<file path="src/rtl/i2c_seq_pkg.sv">
// Shared types and entry-field layout for the I2C write sequencer.
package i2c_seq_pkg;

   localparam int ENTRY_W  = 24;
   localparam int LAST_BIT = 23;
   localparam int DLY_MSB  = 22;
   localparam int DLY_LSB  = 15;
   localparam int ADDR_MSB = 14;
   localparam int ADDR_LSB = 8;
   localparam int DATA_MSB = 7;
   localparam int DATA_LSB = 0;
   localparam int DLY_W    = DLY_MSB - DLY_LSB + 1;

   typedef enum logic [3:0] {
      IDLE,
      FETCH,
      LATCH,
      ISSUE,
      WAIT_HI,
      WAIT_LO,
      DELAY,
      NEXT,
      DONE,
      ERR
   } seq_state_t;

   function automatic int max_int(input int a, input int b);
      return (a > b) ? a : b;
   endfunction

endpackage

</file>
<file path="src/rtl/i2c_seq_tick_timer.sv">
// Loadable down-counter, either raw (one count per cycle) or prescaled by TICK_CYCLES.
// o_expire marks the final cycle of the loaded interval.
module i2c_seq_tick_timer
   import i2c_seq_pkg::*;
#(
   parameter int TICK_CYCLES = 1000,
   parameter int CNT_W       = 12
)(
   input  logic             i_clk,
   input  logic             i_rst,
   input  logic             i_load,
   input  logic             i_prescale,
   input  logic [CNT_W-1:0] i_count,
   output logic             o_expire
);

   localparam int PRE_W = (TICK_CYCLES > 1) ? $clog2(TICK_CYCLES) : 1;

   logic [CNT_W-1:0] r_count;
   logic [PRE_W-1:0] r_pre;
   logic             r_prescale;
   logic             w_step;

   assign w_step   = !r_prescale || (r_pre == PRE_W'(TICK_CYCLES - 1));
   assign o_expire = w_step && (r_count == CNT_W'(1));

   // NOTE: clocked state uses non-blocking assignments so every register samples pre-edge values.
   always_ff @(posedge i_clk or posedge i_rst) begin
      if (i_rst) begin
         r_count    <= '0;
         r_pre      <= '0;
         r_prescale <= 1'b0;
      end else if (i_load) begin
         r_count    <= i_count;
         r_pre      <= '0;
         r_prescale <= i_prescale;
      end else if (r_count != '0) begin
         if (r_prescale)
            r_pre <= (r_pre == PRE_W'(TICK_CYCLES - 1)) ? '0 : r_pre + 1'b1;
         if (w_step)
            r_count <= r_count - 1'b1;
      end
   end

endmodule

</file>
<file path="src/rtl/i2c_write_sequencer.sv">
// Walks a write table and drives a single-byte I2C master, one entry at a time.
// Per-entry retries are compiled in when I2C_SEQ_RETRY_EN is defined.
module i2c_write_sequencer
   import i2c_seq_pkg::*;
#(
   parameter int NUM_CMDS     = 16,
   parameter int TICK_CYCLES  = 1000,
   parameter int BUSY_TIMEOUT = 4095,
`ifdef I2C_SEQ_RETRY_EN
   parameter int MAX_RETRIES  = 3,
`endif
   localparam int IDX_W = (NUM_CMDS > 1) ? $clog2(NUM_CMDS) : 1
)(
   input  logic               i_clk,
   input  logic               i_rst,
   input  logic               i_start,
   output logic [IDX_W-1:0]   o_tbl_idx,
   input  logic [ENTRY_W-1:0] i_tbl_entry,
   output logic [6:0]         o_i2c_slave_addr,
   output logic [7:0]         o_i2c_wr_byte,
   output logic               o_i2c_wr_start,
   input  logic               i_i2c_busy,
   input  logic               i_i2c_error,
   output logic               o_busy,
   output logic               o_done,
   output logic               o_error,
   output logic [IDX_W-1:0]   o_fail_idx
`ifdef I2C_SEQ_RETRY_EN
   ,output logic [7:0]        o_retry_cnt
`endif
);

   localparam int CNT_W = max_int(DLY_W, $clog2(BUSY_TIMEOUT + 1));

   seq_state_t       r_state, w_state_nxt;
   logic [IDX_W-1:0] r_tbl_idx, r_fail_idx;
   logic [6:0]       r_addr;
   logic [7:0]       r_data;
   logic [DLY_W-1:0] r_delay;
   logic             r_last;
   logic             r_wr_start, r_busy, r_done, r_error;
   logic             w_tmr_load, w_tmr_prescale, w_tmr_expire;
   logic [CNT_W-1:0] w_tmr_count;
   logic             w_fail, w_retry_ok;

`ifdef I2C_SEQ_RETRY_EN
   localparam int RETRY_W = (MAX_RETRIES > 0) ? $clog2(MAX_RETRIES + 1) : 1;
   logic [RETRY_W-1:0] r_retries;
   logic [7:0]         r_retry_cnt;
   assign w_retry_ok  = (r_retries < RETRY_W'(MAX_RETRIES));
   assign o_retry_cnt = r_retry_cnt;
`else
   assign w_retry_ok = 1'b0;
`endif

   i2c_seq_tick_timer #(
      .TICK_CYCLES(TICK_CYCLES),
      .CNT_W      (CNT_W)
   ) u_timer (
      .i_clk     (i_clk),
      .i_rst     (i_rst),
      .i_load    (w_tmr_load),
      .i_prescale(w_tmr_prescale),
      .i_count   (w_tmr_count),
      .o_expire  (w_tmr_expire)
   );

   always_ff @(posedge i_clk or posedge i_rst) begin
      if (i_rst) r_state <= IDLE;
      else       r_state <= w_state_nxt;
   end

   // NOTE: every combinational output is defaulted first so no path can infer a latch.
   always_comb begin
      w_state_nxt    = r_state;
      w_tmr_load     = 1'b0;
      w_tmr_prescale = 1'b0;
      w_tmr_count    = CNT_W'(BUSY_TIMEOUT);
      w_fail         = 1'b0;
      case (r_state)
         IDLE:    if (i_start) w_state_nxt = FETCH;
         FETCH:   w_state_nxt = LATCH;
         LATCH:   w_state_nxt = ISSUE;
         ISSUE: begin
            w_tmr_load  = 1'b1;
            w_state_nxt = WAIT_HI;
         end
         WAIT_HI: begin
            if (i_i2c_busy)        w_state_nxt = WAIT_LO;
            else if (w_tmr_expire) w_fail      = 1'b1;
         end
         WAIT_LO: begin
            if (!i_i2c_busy) begin
               if (i_i2c_error)
                  w_fail = 1'b1;
               else if (r_delay == '0)
                  w_state_nxt = NEXT;
               else begin
                  w_tmr_load     = 1'b1;
                  w_tmr_prescale = 1'b1;
                  w_tmr_count    = CNT_W'(r_delay);
                  w_state_nxt    = DELAY;
               end
            end
         end
         DELAY:   if (w_tmr_expire) w_state_nxt = NEXT;
         NEXT: begin
            if (r_last || (r_tbl_idx == IDX_W'(NUM_CMDS - 1))) w_state_nxt = DONE;
            else                                               w_state_nxt = FETCH;
         end
         DONE:    w_state_nxt = IDLE;
         ERR:     w_state_nxt = IDLE;
         default: w_state_nxt = IDLE;
      endcase
      if (w_fail) w_state_nxt = w_retry_ok ? ISSUE : ERR;
   end

   always_ff @(posedge i_clk or posedge i_rst) begin
      if (i_rst) begin
         r_tbl_idx  <= '0;
         r_fail_idx <= '0;
         r_addr     <= '0;
         r_data     <= '0;
         r_delay    <= '0;
         r_last     <= 1'b0;
         r_wr_start <= 1'b0;
         r_busy     <= 1'b0;
         r_done     <= 1'b0;
         r_error    <= 1'b0;
`ifdef I2C_SEQ_RETRY_EN
         r_retries   <= '0;
         r_retry_cnt <= '0;
`endif
      end else begin
         r_wr_start <= (w_state_nxt == ISSUE);
         case (r_state)
            IDLE: if (i_start) begin
               r_done     <= 1'b0;
               r_error    <= 1'b0;
               r_fail_idx <= '0;
               r_tbl_idx  <= '0;
               r_busy     <= 1'b1;
`ifdef I2C_SEQ_RETRY_EN
               r_retry_cnt <= '0;
`endif
            end
            LATCH: begin
               r_addr  <= i_tbl_entry[ADDR_MSB:ADDR_LSB];
               r_data  <= i_tbl_entry[DATA_MSB:DATA_LSB];
               r_delay <= i_tbl_entry[DLY_MSB:DLY_LSB];
               r_last  <= i_tbl_entry[LAST_BIT];
`ifdef I2C_SEQ_RETRY_EN
               r_retries <= '0;
`endif
            end
            NEXT: if (w_state_nxt == FETCH) r_tbl_idx <= r_tbl_idx + 1'b1;
            DONE: begin
               r_done <= 1'b1;
               r_busy <= 1'b0;
            end
            ERR: begin
               r_error    <= 1'b1;
               r_fail_idx <= r_tbl_idx;
               r_busy     <= 1'b0;
            end
            default: ;
         endcase
`ifdef I2C_SEQ_RETRY_EN
         // Retry re-issues the entry already latched; the sequence total saturates.
         if (w_fail && w_retry_ok) begin
            r_retries <= r_retries + 1'b1;
            if (r_retry_cnt != 8'hFF) r_retry_cnt <= r_retry_cnt + 8'd1;
         end
`endif
      end
   end

   assign o_tbl_idx        = r_tbl_idx;
   assign o_fail_idx       = r_fail_idx;
   assign o_i2c_slave_addr = r_addr;
   assign o_i2c_wr_byte    = r_data;
   assign o_i2c_wr_start   = r_wr_start;
   assign o_busy           = r_busy;
   assign o_done           = r_done;
   assign o_error          = r_error;

endmodule
</file>
<file path="config.mk">
export PLATFORM = sky130hd
export DESIGN_NAME = i2c_write_sequencer
export DESIGN_NICKNAME = d
export VERILOG_FILES = /design/src/rtl/i2c_seq_pkg.sv /design/src/rtl/i2c_seq_tick_timer.sv /design/src/rtl/i2c_write_sequencer.sv
export SDC_FILE = /design/constraint.sdc
export NUM_CORES = 1
export LEC_CHECK = 0
export CORE_UTILIZATION = 50
export CTS_BUF_LIST = sky130_fd_sc_hd__clkbuf_4 sky130_fd_sc_hd__clkbuf_8
export DETAILED_ROUTE_END_ITERATION = 10
export GPL_ROUTABILITY_DRIVEN = 0
export PLACE_DENSITY_LB_ADDON = 0.2
export SKIP_LAST_GASP = 1
export SLEW_MARGIN = 30
export SYNTH_ARGS = -nofsm -noshare
export SYNTH_HDL_FRONTEND = slang
export SYNTH_SLANG_ARGS = --single-unit
export TNS_END_PERCENT = 10
</file>
<file path="constraint.sdc">
create_clock -name i_clk -period 3.35 [get_ports i_clk]
set_input_delay 0.5025 -clock i_clk [delete_from_list [all_inputs] [get_ports i_clk]]
set_output_delay 0.5025 -clock i_clk [all_outputs]
set_load 0.01 [all_outputs]
</file>
### Word-level counts from Yosys, hierarchy flattened

Cells that the tools add are included.

* output and inout port bits: 27
* input bits: 29
* bits in registers: 63

* multiplexer cells: 39
* equality and inequality tests: 16
* reduce and logical (&&, ||, !) cells: 21
* add/sub/neg operators: 3

Operators by type and width (number)
* $mux W12: 7
* $mux W10: 4
* $mux W4: 9
* $pmux W4 S8: 1
* $eq A4 B3 Y1 const B: 4
* $pmux W4 S2: 2
* $reduce_bool A2 Y1: 7
* $eq A12 B1 Y1 const B: 1
* $eq A4 B2 Y1 const B: 3
* $eq A4 B4 Y1 const B: 3
* $reduce_bool A12 Y1: 1
* $sub A12 B1 Y12 const B: 1
* $mux W1: 11
* $add A10 B1 Y10 const B: 1
* $eq A10 B10 Y1 const B: 1
* $pmux W1 S2: 5
* $reduce_and A2 Y1: 5
* $eq A4 B1 Y1 const B: 2
* $logic_not A8 Y1: 1
* $add A4 B1 Y4 const B: 1
* $logic_not A4 Y1: 1
* $ne A2 B2 Y1 const B: 2
* $reduce_and A3 Y1: 1
* $logic_or A1 B1 Y1: 2
* 3 further kinds: 3

### Logic depth before layout (Yosys ltp)

* word-level depth: 10
* mapped depth: 8
* depth with buffers taken out: 7

### Modules after synthesis

Synthesis repeated with hierarchy kept, for this count alone.

* cells, all modules: 293
* area, all modules: 3244.4 um^2

By module, submodules not included
* i2c_write_sequencer: cells each 140, times used 1, seq. area each 1001.0 um^2, area each 1849.3 um^2
* i2c_seq_tick_timer: cells each 153, times used 1, seq. area each 575.6 um^2, area each 1395.1 um^2

### Worst setup path before layout

OpenSTA, ideal clock, no wires.

* path type: register to register
* start: register u_timer.r_count[5]
* end: register u_timer.r_count[6]
* library setup time: 0.123 ns
* stages on the path, launching flop included: 8
* period minus slack after synthesis: 2.064 ns
* required time: 3.227 ns
* data arrival time: 1.941 ns
* slack: 1.286 ns
* path through: dfrtp_1 or3_1 buf_2 or4_1 buf_2 and3_4 a31oi_1 o2bb2ai_1

* word-level cells in the longest chain between the ends: 4

Ends and longest elaborated chain
* start: declaration: RTL line i2c_seq_tick_timer.sv:19 `logic [CNT_W-1:0] r_count;`
* start signal: assignment: RTL line i2c_seq_tick_timer.sv:34 `r_count <= i_count;`
* start signal: assignment: RTL line i2c_seq_tick_timer.sv:41 `r_count <= r_count - 1'b1;`
* $sub A12 B1 Y12: RTL line i2c_seq_tick_timer.sv:41
* $mux W12: RTL line i2c_seq_tick_timer.sv:40 `if (w_step)`
* $mux W12: RTL line i2c_seq_tick_timer.sv:37 `end else if (r_count != '0) begin`
* $mux W12: RTL line i2c_seq_tick_timer.sv:33 `end else if (i_load) begin`

Several ways; a longest one is shown, not always the timed one. The select of a mux whose other input is x is not followed.
A chain may end at the register's enable or synchronous reset.

### Worst setup path after layout

* start: register u_timer.r_count[5]
* end: register u_timer.r_count[0]

* word-level cells in the longest chain between the ends: 3

Ends and longest elaborated chain (RTL line)
* $reduce_bool A12 Y1: i2c_seq_tick_timer.sv:37
* $reduce_bool A2 Y1 (no source line)
* $reduce_and A2 Y1 (no source line)

Every way passes these cells.

==> results by group <==
Pwr
  • Pwr Density: 810 mW/mm²
  • Final Power: 3210 µW
  • Worst VDD drop: 0.000457 V
  • Leak: 0.00155 µW

Synthesis
  • Net Count, Synth: 337
  • Main combinational cell family by area after synthesis: simple AND/OR/NAND/NOR gates
  • Async set-reset flop share out of synthesis: 1.00
  • Post-synthesis mux area share: 0.0909
  • Ys Warns: 0
  • Simple-gate portion of the synthesized area: 0.190
  • Synth Area per Inst: 10.2 µm²
  • Cells after synthesis: 303
  • Most instantiated cells after synthesis: dfrtp_1, nor2_1, nand2_1, mux2_2, a21oi_1
  • Post-Synthesis Cell Area: 0.00310 mm²
  • Yosys top cell by area: dfrtp_1
  • Area share of the largest cell type after synthesis: 0.509
  • Post-synthesis xor/xnor area fraction: 0.0283
  • Area contributors post-synth: dfrtp_1, mux2_2, a21oi_1
  • Main synth FF type: dfrtp_1
  • EDFF count, synth: 0
  • Netlist cell types: 48
  • Yosys reg bits: 63
  • Post-synthesis sequential area ratio: 0.509
  • Most common cell in the synthesized netlist: dfrtp_1
  • Synth Area in Adders: 0.0202
  • Post-synthesis compound-gate area fraction: 0.136

Critical path
  • Critical-path cell list: or3_1 -> nor4_1 -> nor2_1 -> xnor2_1 -> a31oi_1
  • CP Class: flop to flop
  • Critical path required time: 3.54 ns
  • Worst EP arrival: 2.49 ns
  • Element type at the critical path end: flop
  • R2r startpoint: u_timer.r_count[5]
  • Crit path from: u_timer.r_count[5]
  • Crit-path max FO: 8
  • CP Launch Type: flop
  • Reg2reg setup slack: 1.05 ns
  • Critical-path top delay cell: nor4_1
  • Crit-path max cell delay: 0.69 ns

Floorplanning
  • Std cell rows: 28
  • Core Footprint: 0.00596 mm²
  • Chip height: 80.7 µm
  • # IOs: 56
  • Die area: 0.00651 mm²
  • Die Span X: 80.7 µm
  • Initial Util: 0.520

STA
  • Crit path time final: 2.30 ns
  • RSZ-0062 raised after global routing: false
  • Post-route clock period utilization: 0.686
  • Slew HR: 0.415
  • Actual slew at the worst max-slew pin: 0.870 ns
  • Worst Clk Skew: 0.00735 ns
  • Final Max Tran Viols: 0
  • # setup viols final: 0
  • Max Freq: 435 MHz
  • Hold_ws: 0.490 ns
  • Post-Route Setup TNS: 0 ns
  • Final Hold Vio Count: 0

Clock network
  • CTS root buf: clkbuf_8
  • TritonCTS buffer count: 9
  • Max Root-Sink Buffers: 2
  • # resized after CTS: 0
  • CTS H-tree depth: 3
  • Worst-Skew Late Latency: 0.33 ns
  • CTS clk-pin slew, worst paths: 0.07 ns
  • CTS tree: built
  • Setup Fix Bufs, Post-CTS: 0
  • Clock sink total: 63
  • Cts hold-fix bufs: 0

Global route
  • Total GRT Usage: 0.230
  • First-pass GRT wire length: 11.3 mm
  • Initial antenna violation count: 0
  • Vias in the first global route: 2,419
  • Largest net degree at the start of global routing: 51
  • Grt ovf: 0

Detailed routing
  • Antenna violation net count after detailed routing: 0
  • First DRT Iteration DRCs: 145
  • TritonRoute pass-1 iters: 4
  • Total number of vias: 2,530
  • DRC Markers: 0
  • WL/cell: 15.7 µm
  • Avg Vias per Cell: 5.75
  • WL final: 6.91 mm

Hold path
  • Hold_sp: o_busy
  • Hold WC Path Type: flop to flop

Finish
  • Share of post-route cells with drive strength above 1: 0.142
  • Sequential cell area: 0.00158 mm²
  • Area growth syn-to-layout: 27.7%
  • Fillers: 482
  • Final #Nets: 394
  • Area of the multi-input gates: 0.00145 mm²
  • Antenna Cells: 0

Placement
  • # port buffers: 55
  • DP HPWL: 4.86 mm

Flow run
  • Max cap viols: 0

Outcome
  • Status: completed
[worst max-delay path, delay by kind of cell (launching register included)]
family / cells / cell delay, ns
DFF: 1 / 0.41
xor gates and xnor gates: 1 / 0.22
and+or+nand+nor: 3 / 1.43
AOI/OAI and AO/OA: 1 / 0.10
[cells in the final DEF, fill, tap and decap left out, drive strengths merged, types with 3 or more instances in the layout]
master,n
nor2,28
nor4,5
a21oi,22
dfrtp,63
or2,3
xnor2,6
buf,3
inv,8
mux2,25
nor2b,3
ha,5
clkbuf,11
nand3,9
or3,8
nor3,8
xor2,4
and3,3
o21ai,15
clkdlybuf4s50,55
nand2b,5
nand2,26
o31ai,5
a31oi,7
[cell type report]
cell class | count | area share
Sequential cell | 63 | 0.399
Clock buffer | 11 | 0.0383
Tap cell | 75 | 0.0237
Multi-Input combinational cell | 220 | 0.366
Clock inverter | 5 | 0.0202
Timing Repair Buffer | 58 | 0.145
Inverter | 8 | 0.00823
[metal layers]
metal,wire (µm),GRT usage
met5,0,0
met4,72,0.0732
met3,334,0.0739
met2,3310,0.365
met1,3200,0.300
[stage by stage]
stage	cell area (µm²)	setup slack [ns]	instances	util
after floorplan	3100	1.28	303	-
after global routing	3960	0.880	440	0.664
after detailed placement	3720	0.845	424	0.625
final	3960	1.05	440	0.664
after global placement	3720	0.901	424	0.625
after CTS	3960	1.10	440	0.664
[flip-flops by register name, indices dropped and copies added (netlist names), 4 cells and up]
| register | count |
|---|---|
| u_timer.r_count | 12 |
| u_timer.r_pre | 10 |
| o_i2c_wr_byte | 8 |
| r_delay | 8 |
| o_i2c_slave_addr | 7 |
| o_fail_idx | 4 |
| o_tbl_idx | 4 |
| r_state | 4 |
[kinds of logic after synthesis]
family / after synthesis
multiplexers: 25
AO/OA/AOI/OAI: 67
AND/OR/NAND/NOR: 113
adder cells (fa/ha/maj): 5
flip-flops: 63
buffers and inverters: 20
XOR/XNOR: 10
[path summary, 6_finish.rpt]
check	end	cells past startpoint
worst max register to register	u_timer.r_count[0]	5
worst min-delay path	o_busy	1
worst min register to register	o_busy	1
worst max-delay path	u_timer.r_count[0]	5
max in group asynchronous	o_tbl_idx[2]	3
min in group asynchronous	o_i2c_slave_addr[0]	2
[power breakdown]
| group | switching, µW | internal [µW] | total (µW) |
|---|---|---|---|
| clock network | 293 | 458 | 751 |
| registers | 258 | 1040 | 1300 |
| logic | 515 | 638 | 1150 |
No activity file was read; power rests on OpenSTA's default activity.
